===== src/rtl/frame_cap32.sv =====
// frame_cap32: captures one full 32-slot frame of a time-multiplexed sample
// stream into a local buffer for a consumer to read back at its own pace.
//
// Parameters
//   width : bit width of the time-multiplexed sample
//   stg   : pipeline stage of the monitored signal; the slot owning the
//           current sample is cntadj = (cnt + 33 - stg) mod 32
//
// Ports
//   clk         in   single clock, rising edge
//   rst_n       in   synchronous active-low reset
//   mixed       in   time-multiplexed sample, one slot per clock
//   cnt         in   free-running slot counter (+1 mod 32 per clock)
//   arm         in   request capture of the next full frame
//   rd_addr     in   buffer read index (slot number)
//   rd_ack      in   consumer done with the frame, releases the buffer
//   rd_data     out  buffer contents at rd_addr, one cycle latency
//   frame_valid out  a complete frame is held in the buffer
//   busy        out  waiting for slot 0 or capturing
//   seq_err     out  sticky slot-sequence error
//   frame_cnt   out  completed frame count, wraps 255 -> 0
module frame_cap32 #(
    parameter int unsigned width = 10,
    parameter logic [4:0]  stg   = 5'd0
) (
    input  logic             clk,
    input  logic             rst_n,
    input  logic [width-1:0] mixed,
    input  logic [4:0]       cnt,
    input  logic             arm,
    input  logic [4:0]       rd_addr,
    input  logic             rd_ack,
    output logic [width-1:0] rd_data,
    output logic             frame_valid,
    output logic             busy,
    output logic             seq_err,
    output logic [7:0]       frame_cnt
);

    typedef enum logic [1:0] {
        StIdle,
        StSync,
        StCapture,
        StDone
    } state_t;

    state_t           state_q, state_d;
    logic [4:0]       expected_q, expected_d;
    logic             seq_err_q, seq_err_d;
    logic [7:0]       frame_cnt_q, frame_cnt_d;
    logic [width-1:0] rd_data_q;

    logic [4:0]       cntadj;
    logic             wr_en;

    logic [width-1:0] frame_buf [32];

    // Modulo-32 arithmetic: +33 is +1 once the 5-bit wrap is applied.
    assign cntadj = cnt + 5'd1 - stg;

    always_comb begin
        state_d     = state_q;
        expected_d  = expected_q;
        seq_err_d   = seq_err_q;
        frame_cnt_d = frame_cnt_q;
        wr_en       = 1'b0;

        case (state_q)
            StIdle: begin
                if (arm) begin
                    state_d   = StSync;
                    seq_err_d = 1'b0;
                end
            end

            StSync: begin
                // Only start on a frame boundary so the capture is always whole.
                if (cntadj == 5'd0) begin
                    wr_en      = 1'b1;
                    expected_d = 5'd1;
                    state_d    = StCapture;
                end
            end

            StCapture: begin
                if (cntadj == expected_q) begin
                    wr_en      = 1'b1;
                    expected_d = expected_q + 5'd1;
                    if (cntadj == 5'd31) begin
                        state_d     = StDone;
                        frame_cnt_d = frame_cnt_q + 8'd1;
                    end
                end else begin
                    // Out-of-order slot: the partial frame is abandoned and
                    // the offending sample is not written.
                    seq_err_d = 1'b1;
                    state_d   = StIdle;
                end
            end

            StDone: begin
                if (rd_ack) begin
                    if (arm) begin
                        state_d   = StSync;
                        seq_err_d = 1'b0;
                    end else begin
                        state_d = StIdle;
                    end
                end
            end

            default: state_d = StIdle;
        endcase
    end

    always_ff @(posedge clk) begin
        if (!rst_n) begin
            state_q     <= StIdle;
            expected_q  <= 5'd0;
            seq_err_q   <= 1'b0;
            frame_cnt_q <= 8'd0;
        end else begin
            state_q     <= state_d;
            expected_q  <= expected_d;
            seq_err_q   <= seq_err_d;
            frame_cnt_q <= frame_cnt_d;
        end
    end

    // Buffer has no reset so a frame survives a reset for post-mortem reads;
    // a write coinciding with reset is dropped.
    always_ff @(posedge clk) begin
        if (rst_n && wr_en) begin
            frame_buf[cntadj] <= mixed;
        end
    end

    // Read sees the contents before any write on the same edge.
    always_ff @(posedge clk) begin
        if (!rst_n) begin
            rd_data_q <= '0;
        end else begin
            rd_data_q <= frame_buf[rd_addr];
        end
    end

    assign rd_data     = rd_data_q;
    assign frame_valid = (state_q == StDone);
    assign busy        = (state_q == StSync) || (state_q == StCapture);
    assign seq_err     = seq_err_q;
    assign frame_cnt   = frame_cnt_q;

endmodule


===== config.mk =====
export PLATFORM = sky130hd
export DESIGN_NAME = frame_cap32
export DESIGN_NICKNAME = d
export VERILOG_FILES = /design/src/rtl/frame_cap32.sv
export SDC_FILE = /design/constraint.sdc
export NUM_CORES = 1
export LEC_CHECK = 0
export ABC_CLOCK_PERIOD_IN_PS = 6200
export BUFFER_PORTS_ARGS = -buffer_cell sky130_fd_sc_hd__buf_2
export CORE_MARGIN = 2
export CORE_UTILIZATION = 41
export CTS_CLUSTER_DIAMETER = 80
export DETAILED_ROUTE_END_ITERATION = 10
export PLACE_DENSITY = 0.63
export SYNTH_ARGS = -nofsm -noshare
export SYNTH_HDL_FRONTEND = slang
export SYNTH_SLANG_ARGS = --single-unit

===== constraint.sdc =====
create_clock -name clk -period 6.2 [get_ports clk]
set_input_delay 0.62 -clock clk [delete_from_list [all_inputs] [get_ports clk]]
set_output_delay 0.62 -clock clk [all_outputs]
set_load 0.01 [all_outputs]

# Yosys cells after proc, flatten, opt, wreduce, memory -nomap -nowiden
# Memory sizes are Yosys's and may differ from the RTL's. A register that Yosys moved wholly into a read port is not among the register bits.
# Cells that the tools add are included.
# totals
regBits	16
ramBits	320
in_bits	24
out_inout_bits	21
word_cells	49
memories	1
# classes
n_addsub	3
n_eq_ne	11
mux	19
n_reduce_logical	11
# memory_table
name	depth	word_bits	read_ports	rd_clocked_by_memory_dff	write_ports	line	rtl
frame_buf	32	10	1	1	1	56	logic [width-1:0] frame_buf [32];
# ops
cell	n
$add 5x1->5 const B	2
$mux 2	5
$mux 5	2
$ne 2x2->1 const B	5
$pmux 5 s2	1
$reduce_and 3->1	3
$add 8x1->8 const B	1
$mux 1	8
$pmux 2 s4	1
$eq 5x5->1	1
$eq 5x5->1 const B	1
$logic_not 5->1	1
$eq 2x2->1 const B	2
$reduce_and 4->1	1
$ne 3x3->1 const B	1
$pmux 1 s3	1
$reduce_bool 3->1	1
$eq 2x1->1 const B	1
$logic_not 2->1	1
$pmux 1 s2	1
$reduce_bool 2->1	1
$logic_and 1x1->1	1
$logic_not 1->1	1
$logic_or 1x1->1	1

# Depth between registers and ports, before layout
# Gate-level depths: netlist (run 1).
# logic_depth
ltp_word	7
ltp_mapped	9
mapped_depth_nobuf	8

# Least setup slack after synthesis (run 1)
# No wires, ideal clock.
# synth_timing
path_kind	input to register
startpoint	input port cnt[0]
endpoint	memory frame_buf[0][0], enable pin
setup_time_ps	434
arrival_time_ps	3536
required_ps	5766
setup_slack_ps	2230
path_stages	5
n_path_buf	0
cell_sequence	ha_1 xor3_1 nor3_2 nand4_1 a2111oi_0
# synth_between
elab_chain_cells	7
word_cells_on_any_way	9
cone_classes	add/sub (1); eq/ne (1); mux (5); reduce/logical (2)
# synth_lines
item	line	rtl
start, declared	29	input logic [4:0] cnt,
$add 5x1->5 (*)	59	assign cntadj = cnt + 5'd1 - stg;
$eq 5x5->1 or $logic_not 5->1 (tied branches)	86, 78	
$mux 1, on equally long branches	86, 78	
$pmux 1 s2	68	case (state_q)
$logic_and 1x1->1	133	if (rst_n && wr_en) begin
$mux 1	133	
$mux 1 (implied by the code)	134	frame_buf[cntadj] <= mixed;
end, declared	56	
# Every way passes the cells marked *; elsewhere a longest branch is shown, timed or not.

# Worst setup path after layout (run 1)
# layout_timing
startpoint	input port cnt[0]
endpoint	memory frame_buf[29][5], enable pin
# The elaborated chain is that of the path after synthesis.

==> results of run 1 <==
[cell usage after synthesis, types with 4 or more instances]
cell,number,share of area
dfxtp_1,26,0.038
xnor2_1,7,0.0044
nor3_1,4,0.0014
nand3_1,5,0.0018
a21oi_1,5,0.0018
nand2_1,17,0.0046
nand2b_1,7,0.0032
mux2i_1,18,0.013
ha_1,12,0.011
edfxtp_1,320,0.69
clkbuf_1,17,0.0046
inv_1,11,0.0030
nor2_1,47,0.013
nand4_1,5,0.0023
mux4_2,100,0.16
buf_2,8,0.0029
and4_1,4,0.0025
nand4_2,4,0.0036
[per-layer routing]
metal | global-route usage | up-vias
met5 | 0 | -
met4 | 0.0542 | 0
met3 | 0.0376 | 45
met2 | 0.270 | 330
met1 | 0.257 | 3498
li1 | - | 2853
[cell usage in the layout (no fill, tap or decap), types with 5 or more instances in the layout]
cell	count
clkbuf_16	36
edfxtp_1	320
buf_4	5
clkinv_1	5
nand3_1	5
buf_2	42
nand2b_1	7
clkinv_2	8
nand4_1	5
mux4_2	100
xnor2_1	7
nand2_1	17
a21oi_1	5
nor2_1	47
dfxtp_1	26
mux2i_1	18
inv_1	11
clkbuf_1	8
ha_1	12
[state kept, by name, indices dropped and copies added (netlist names)]
| signal | count |
|---|---|
| expected_q | 5 |
| frame_buf | 320 |
| frame_cnt | 8 |
| rd_data | 10 |
| seq_err | 1 |
| state_q | 2 |
[tightest hold or removal path, delay by kind of cell, from the launching register on]
kind / cells / cell delay [ns]
DFF: 1 / 0.31
muxes: 1 / 0.06
and+or+nand+nor: 1 / 0.05
[worst paths after layout]
kind              slack (ns)          start  cells after the start                to
setup / recovery        2.69         cnt[0]                      8  frame_buf[29][5]
hold / removal          0.47   frame_cnt[7]                      2      frame_cnt[7]
setup reg to reg        2.82  expected_q[2]                      6  frame_buf[29][5]
hold reg to reg         0.47   frame_cnt[7]                      2      frame_cnt[7]
[power breakdown]
group,internal (mW),switching [mW],leakage (nW)
registers,2.56,0.0132,3.09
clock network,1.15,0.840,0.536
logic,0.145,0.224,1.42
[logic make-up (layout without fill, tap and decap cells)]
kind of cell	count (synthesis)	count (layout)	share of synthesized area
AOI/OAI and AO/OA	25	25	0.0148
xor gates and xnor gates	11	11	0.00914
adders and majority gates	12	12	0.0109
buffers and inverters	41	121	0.0127
DFF	346	346	0.733
muxes	118	118	0.176
and+or+nand+nor	113	113	0.0440
[layout make-up]
type / instances / area, um2
fill: 2767 / 17800
sequential: 346 / 10100
multi-input combinational: 279 / 3530
clock buffer: 44 / 931
tap: 448 / 561
timing repair buffer: 47 / 248
clock inverter: 19 / 160
inverter: 11 / 41.3
==> flow_summary.toml, run 1 <==
[outcome]
outcome = "completed"

[global_routing]
grt_max_degree = 81
grt_usage = 0.177
antenna_found_initial = 0
grt_pass1_vias = 6920
grt_pass1_wl_um = 46000
grt-ovfl-total = 0

[synth]
synth.avg_cell_area_um2 = 20.8
yosysUniqueCellTypes = 51
synthesis.nets = 702
syn_area_um2 = 13800
ys_warn_count = 0
synth_edf_count = 320
synthCells = 666
synth_seq_cells = 346
synthArstFlopShare = 0
yosysSeqAreaShare = 0.733
ys.flop_type = "edfxtp_1"

[timing]
whs_ns = 0.471
fin_worst_skew_ns = 0.0307
finalSetupViolCount = 0
fin_crit_sh = 0.566
tightest_slew_ns = 1.09
slew_headroom = 0.276
hold_violations = 0
fmax_ghz = 0.285
fin_crit_ns = 3.51
final-max-slew-violation-count = 0
fin_tns_setup_ns = 0
setup_slack_ns = 2.69
rsz0062_at_grt = "no"

[clock_tree]
h-tree-depth = 2
cts_root_buf = "clkbuf_16"
clk_latency_ns = 0.52
cts.sinks = 346
ctsResizeCount = 0
cts_hold_buf = 0
clkTransAtPathRegs_ns = 0.06
clockBufferDepth = 3
cts_tree = "yes"
post_cts_buffers = 0
cts-buffers-inserted = 35

[min_path]
hold_class = "reg -> reg"

[power_and_ir_drop]
total_power_mw = 4.94
powerDensity_nw_per_um2 = 317
p_leak_nw = 5.05
ir_drop_v = 0.000341

[detailed_routing]
top_layer = "met4"
wl_met2_um = 14200
drt_iter0_drc = 762
routedWlPerCell_um = 25.5
drcViolationCount = 0
viasPerCell = 5.63
drtAntennaViolNets = 0
firstDrtPassIters = 5
wl_met1_um = 13100
wirelength_um = 30500
vias = 6726
wl_met3_um = 2470

[worst_setup_path]
crit_fanout = 10
start_kind = "input port"
critical_path_arrival_ns = 3.62
cp_data_required_time_ns = 6.31
critPathKind = "in -> reg"
crit_path_top_delay_cell = "nor2_1"
setup.worst_path.end_class = "flop"
cpPeakStageDelay_ns = 0.88
critical_path.top_delay_family = "simple AND/OR/NAND/NOR gates"
crit_chain = "buf_2 > ha_1 > xor3_1 > nor3_2 > nand4_1 > o31ai_4 > nand4_2 > nor2_1"
cp_num_buf_inv = 1

[die]
die_y_um = 188
rows = 67
ioPinCount = 45
initial_utilization = 0.414
die-area_um2 = 35200
die_w_um = 188
fp.coreArea_um2 = 33400

[placement]
placed_cell_area_um2 = 14500
placed_cells = 1131
dp_hpwl_um = 19600
port_buffers = 44
place_ws_ns = 2.18
place.gp.congestion = 0.877

[finish]
final_cells = 1194
drive_gt1_frac = 0.286
final_nets = 756
design_area_um2 = 15600
synthToLayoutAreaGrowth_pct = 12.8
final_util = 0.468
antenna_cells = 0

[job]
drv_cap = 0
Note: power is estimated with default switching activity, not from simulation.
==> inputs of run 2 (changes only) <==
--- a/config.mk
+++ b/config.mk
@@ -5,7 +5,7 @@
 export SDC_FILE = /design/constraint.sdc
 export NUM_CORES = 1
 export LEC_CHECK = 0
-export ABC_CLOCK_PERIOD_IN_PS = 6200
+export ABC_CLOCK_PERIOD_IN_PS = 3400
 export BUFFER_PORTS_ARGS = -buffer_cell sky130_fd_sc_hd__buf_2
 export CORE_MARGIN = 2
 export CORE_UTILIZATION = 41
==> constraint.sdc (replaced) <==
create_clock -name clk -period 3.4 [get_ports clk]
set_input_delay 0.34 -clock clk [delete_from_list [all_inputs] [get_ports clk]]
set_output_delay 0.34 -clock clk [all_outputs]
set_load 0.01 [all_outputs]
==> run 2 against run 1 <==
Against the previous run:
- utilization is 1.5 points higher
- die area stayed put
- worst setup slack worse by 2.1 ns
- clock skew is 0.0044 ns lower
- combinational power is 83% higher
- largest cell class unchanged
- register-to-register slack worse by 2.3 ns
- design area is 3.2% higher
- power is 93% higher
- sequential power is 82% higher
==> flow_summary.toml, run 2 (same netlist as run 1, synthesis figures left out) <==
[outcome]
outcome = "completed"

[global_routing]
grt_pass1_vias = 7125
grt_usage = 0.178
grt-ovfl-total = 0
grt_max_degree = 45
grt_pass1_wl_um = 46000
antenna_found_initial = 0

[min_path]
hold_class = "in -> reg"

[clock_tree]
cts_hold_buf = 0
ctsResizeCount = 0
post_cts_buffers = 0
cts_root_buf = "clkbuf_16"
clk_latency_ns = 0.52
cts-buffers-inserted = 37
h-tree-depth = 2
clockBufferDepth = 3
cts_tree = "yes"
clkTransAtPathRegs_ns = 0.06
cts.sinks = 346

[detailed_routing]
drtAntennaViolNets = 0
vias = 6823
wirelength_um = 30600
routedWlPerCell_um = 24.8
drt_iter0_drc = 845
firstDrtPassIters = 5
drcViolationCount = 0
viasPerCell = 5.52

[placement]
place.gp.congestion = 0.816
dp_hpwl_um = 19800
placed_cell_area_um2 = 14800
port_buffers = 44
place_ws_ns = 0.214

[timing]
fin_crit_ns = 2.84
fin_worst_skew_ns = 0.0263
setup_slack_ns = 0.555
fin_tns_setup_ns = 0
slew_headroom = 0.454
final-max-slew-violation-count = 0
finalSetupViolCount = 0
whs_ns = 0.246
rsz0062_at_grt = "no"
tightest_slew_ns = 0.819
fin_crit_sh = 0.837
hold_violations = 0
fmax_ghz = 0.352

[die]
die_y_um = 188
die-area_um2 = 35200
fp.coreArea_um2 = 33400
die_w_um = 188
rows = 67
ioPinCount = 45
initial_utilization = 0.414

[worst_setup_path]
cp_data_required_time_ns = 3.60
start_kind = "flop"
critPathKind = "reg -> reg"
crit_fanout = 10
critical_path_arrival_ns = 3.04
cpPeakStageDelay_ns = 0.47
setup.worst_path.end_class = "flop"
crit_path_top_delay_cell = "nand4_2"
cp_num_buf_inv = 1
crit_chain = "xor3_1 > nor3_2 > nand4_1 > o31ai_4 > nand4_2 > nor2_1 > buf_4"
critical_path.top_delay_family = "simple AND/OR/NAND/NOR gates"

[power_and_ir_drop]
clkPwrFrac = 0.435
combPwrFrac = 0.071
internal_power_mw = 7.48
p_leak_nw = 5.33
power_frac_seq = 0.494
p_sw_frac = 0.213
p_switching_mw = 2.03
powerDensity_nw_per_um2 = 591
ir_drop_v = 0.000297

[job]
drv_cap = 0

[finish]
largest_register_ffs = 320
drive_gt1_frac = 0.326
top_register = "frame_buf"
design_area_um2 = 16100
final_util = 0.482
synthToLayoutAreaGrowth_pct = 16.4
final_nets = 796
nFillCells = 2758
layout_common_cells = "edfxtp_1 (320), mux4_2 (100), nor2_1 (47), buf_2 (42), buf_4 (41)"
mostFrequentLayoutCell = "edfxtp_1"
run 2: cell count changes in the layout (fill, tap and decap cells not counted), sizes merged:
cell	before	now
buf	47	85
bufinv	2	6
clkinv	15	11
clkinvlp	1	4
clkbuf	44	45
diode	0	1
run 2: final cells by class:
type / instances / area (um2) / area share
Multi-Input combinational cell: 279 / 3530 / 0.219
Inverter: 11 / 41.3 / 0.00257
Clock inverter: 22 / 283 / 0.0176
Timing Repair Buffer: 85 / 558 / 0.0347
Antenna cell: 1 / 2.50 / 0.000156
Sequential cell: 346 / 10100 / 0.630
Tap cell: 448 / 561 / 0.0348
Clock buffer: 45 / 987 / 0.0614
run 2: through the flow:
| step | instances | total power [mW] |
|---|---|---|
| 2_1_floorplan | 666 | 5.21 |
| 3_3_place_gp | 1169 | 5.45 |
| 3_5_place_dp | 1169 | 5.47 |
| 4_1_cts | 1236 | 9.60 |
| 5_1_grt | 1236 | 9.82 |
| 6_report | 1237 | 9.51 |
run 2: per-layer routing:
layer / vias to the layer above / part of all wire / routed length (um) / track usage
met1: 3514 / 0.42 / 12800 / 0.252
met5: - / 0 / 0 / 0
met2: 327 / 0.47 / 14300 / 0.277
li1: 2939 / - / - / -
met4: 0 / 0.020 / 614 / 0.0485
met3: 43 / 0.093 / 2860 / 0.0440
run 2: path summary, 6_finish.rpt:
path,cells past startpoint,endpoint,slack (ns),start
max reg2reg,7,frame_buf[13][1],0.56,expected_q[2]
min reg2reg,2,frame_cnt[7],0.49,frame_cnt[7]
min,5,seq_err,0.25,arm
max,7,frame_buf[13][1],0.56,expected_q[2]
run 2: power groups by stage:
| stage | sequential [mW] | clock [mW] | combinational (mW) |
|---|---|---|---|
| final | 4.70 | 4.14 | 0.677 |
| after global routing | 4.70 | 4.38 | 0.734 |
| after CTS | 4.70 | 4.22 | 0.684 |
| after detailed placement | 4.79 | 0 | 0.681 |
| after global placement | 4.78 | 0 | 0.664 |
| after floorplan | 4.79 | 0 | 0.421 |
run 2: worst min-delay path, delay by kind of cell:
family	cells	cell delay (ns)
simple gates	4	0.27
buf+inv	1	0.12
==> inputs of run 3 (changes only) <==
--- a/config.mk
+++ b/config.mk
@@ -5,13 +5,14 @@
 export SDC_FILE = /design/constraint.sdc
 export NUM_CORES = 1
 export LEC_CHECK = 0
-export ABC_CLOCK_PERIOD_IN_PS = 3400
+export ABC_AREA = 1
+export ABC_CLOCK_PERIOD_IN_PS = 2300
 export BUFFER_PORTS_ARGS = -buffer_cell sky130_fd_sc_hd__buf_2
 export CORE_MARGIN = 2
 export CORE_UTILIZATION = 41
 export CTS_CLUSTER_DIAMETER = 80
 export DETAILED_ROUTE_END_ITERATION = 10
-export PLACE_DENSITY = 0.63
+export PLACE_DENSITY = 0.65
 export SYNTH_ARGS = -nofsm -noshare
 export SYNTH_HDL_FRONTEND = slang
 export SYNTH_SLANG_ARGS = --single-unit
==> constraint.sdc (replaced) <==
create_clock -name clk -period 2.3 [get_ports clk]
set_input_delay 0.23 -clock clk [delete_from_list [all_inputs] [get_ports clk]]
set_output_delay 0.23 -clock clk [all_outputs]
set_load 0.01 [all_outputs]
==> run 3 against run 2 <==
Against the previous run:
- die area grew 2.5%
- critical path type unchanged
- worst setup slack got worse by 0.42 ns
- sequential share of layout area decreased by 1.5 points
- first-iteration DRC count increased by 70%
- power grew 45%
- clock power is 35% higher
- highest routed layer unchanged
==> flow_summary.toml, run 3 <==
[synth]
synth_largest_area_cell = "edfxtp_1"
yosysUniqueCellTypes = 38
ys_warn_count = 0
ys_top_cells_by_area = "edfxtp_1 (68%), nor2_1 (6.1%), o21ai_0 (5.3%), o221ai_1 (4.1%), dfxtp_1 (3.7%)"
synth.avg_cell_area_um2 = 12.5
synth_seq_cells = 346
syn_area_um2 = 14200
post-synth-top-area-fraction = 0.677
synthArstFlopShare = 0
synthesis.nets = 1169
ys_top_cells_by_count = "edfxtp_1 (320), nor2_1 (229), o21ai_0 (150)"
yosysSeqAreaShare = 0.714
synthMostInstantiatedCell = "edfxtp_1"
synthCells = 1133
synth_edf_count = 320
ys.flop_type = "edfxtp_1"

[detailed_routing]
drcViolationCount = 0
viasPerCell = 5.56
drt_iter0_drc = 1440
drtAntennaViolNets = 0
vias = 9473
routedWlPerCell_um = 21.3
firstDrtPassIters = 6
wirelength_um = 36300

[finish]
nFillCells = 2979
antenna_cells = 0
final_nets = 1259
design_area_um2 = 16500
top_register = "frame_buf"
synthToLayoutAreaGrowth_pct = 16.2
layout_common_cells = "edfxtp_1 (320), nor2_1 (227), o21ai_0 (150), nand3_1 (74), buf_4 (73)"
drive_gt1_frac = 0.164
largest_register_ffs = 320
final_util = 0.481
mostFrequentLayoutCell = "edfxtp_1"

[timing]
fin_worst_skew_ns = 0.0196
fin_crit_sh = 0.942
rsz0062_at_grt = "no"
finalSetupViolCount = 0
slew_headroom = 0.426
fmax_ghz = 0.461
hold_violations = 0
tightest_slew_ns = 0.861
fin_crit_ns = 2.17
final-max-slew-violation-count = 0

[placement]
place.gp.congestion = 0.851
port_buffers = 44
dp_hpwl_um = 23100
placed_cell_area_um2 = 15300

[outcome]
outcome = "completed"

[clock_tree]
h-tree-depth = 2
clkTransAtPathRegs_ns = 0.06
cts_root_buf = "clkbuf_16"
cts_tree = "yes"
clk_latency_ns = 0.53
cts.sinks = 346
cts-buffers-inserted = 37
clockBufferDepth = 3

[job]
drv_cap = 0

[global_routing]
grt_max_degree = 79
antenna_found_initial = 0
grt_busiest_layer = "met2"
grt_pass1_wl_um = 54300
grt_pass1_vias = 8893
grt_usage = 0.201
grt_util_met3 = 0.0356
grt-ovfl-total = 0
use_met2 = 0.308
use_met1 = 0.291

[power_and_ir_drop]
p_leak_nw = 5.57
ir_drop_v = 0.000658
total_power_mw = 13.8
powerDensity_nw_per_um2 = 837

[worst_setup_path]
crit_chain = "inv_1 > ha_1 > nand4_4 > nor2_1 > buf_4"
start_kind = "flop"
crit_fanout = 10
critical_path_arrival_ns = 2.40
critPathKind = "reg -> reg"
setup.worst_path.end_class = "flop"
cp_data_required_time_ns = 2.53
cpPeakStageDelay_ns = 0.57
crit_path_top_delay_cell = "ha_1"

[die]
die_y_um = 190
ioPinCount = 45
fp.coreArea_um2 = 34300
die-area_um2 = 36100
rows = 68
initial_utilization = 0.414
die_w_um = 190

[min_path]
hold_class = "in -> reg"
==> run 3: worst paths after layout <==
path / start / depth (start not counted) / endpoint / slack [ns]
max: state_q[0] / 5 / frame_buf[6][0] / 0.13
min: arm / 5 / state_q[0] / 0.10
max reg2reg: state_q[0] / 5 / frame_buf[6][0] / 0.13
min reg2reg: frame_cnt[7] / 2 / frame_cnt[7] / 0.49
==> run 3: cell families (layout without fill, tap and decap cells) <==
family,count (synthesis),after routing,synth area share
flip-flops,346,346,0.714
adder cells (fa/ha/maj),12,12,0.0106
AND/OR/NAND/NOR,405,405,0.128
buffers and inverters,99,216,0.0292
AO/OA/AOI/OAI,263,263,0.113
XOR/XNOR,8,8,0.00494
==> run 3: power by group <==
group	switching, mW	total, mW	internal (mW)
sequential	0.0430	6.96	6.92
clock	2.39	5.59	3.20
combinational	0.860	1.24	0.375
total	3.30	13.8	10.5
==> run 3: routing by layer <==
metal  wire length [um]  up-vias
li1                   -     4368
met1              15700     4560
met2              16400      480
met3               3150       65
met4               1040        0
met5                  0        -
==> run 3: area by class of cell <==
cell class | instances | area, um2 | area share
multi-input combinational | 688 | 3650 | 0.221
tap | 455 | 569 | 0.0345
clock buffer | 42 | 945 | 0.0573
inverter | 28 | 108 | 0.00653
timing repair buffer | 122 | 883 | 0.0536
clock inverter | 24 | 195 | 0.0118
sequential | 346 | 10100 | 0.615
==> run 3: timing repair <==
| item | in CTS | in global routing |
|---|---|---|
| hold buffers | 0 | 0 |
| buffers inserted | 0 | 0 |
| gates resized for setup | 0 | 3 |
| endpoints found under the hold margin | 0 | 0 |
| setup endpoints to repair | 0 | 61 |
==> run 3: critical path, delay by kind of cell, from the launching register on <==
kind / cells / cell delay, ns
DFF: 1 / 0.38
adders and majority gates: 1 / 0.57
and+or+nand+nor: 2 / 0.58
buffers and inverters: 2 / 0.33
==> run 3: stage by stage <==
step                      hold slack [ns]  setup TNS (ns)  instances  setup WS (ns)
after detailed placement            0.470          -22.77       1639         -0.147
after floorplan                     0.329               0       1133         0.0490
after CTS                          0.0905               0       1705          0.111
final                               0.101               0       1705          0.133
after global routing                0.148               0       1705         0.0268
after global placement              0.468           -5.25       1639        -0.0546
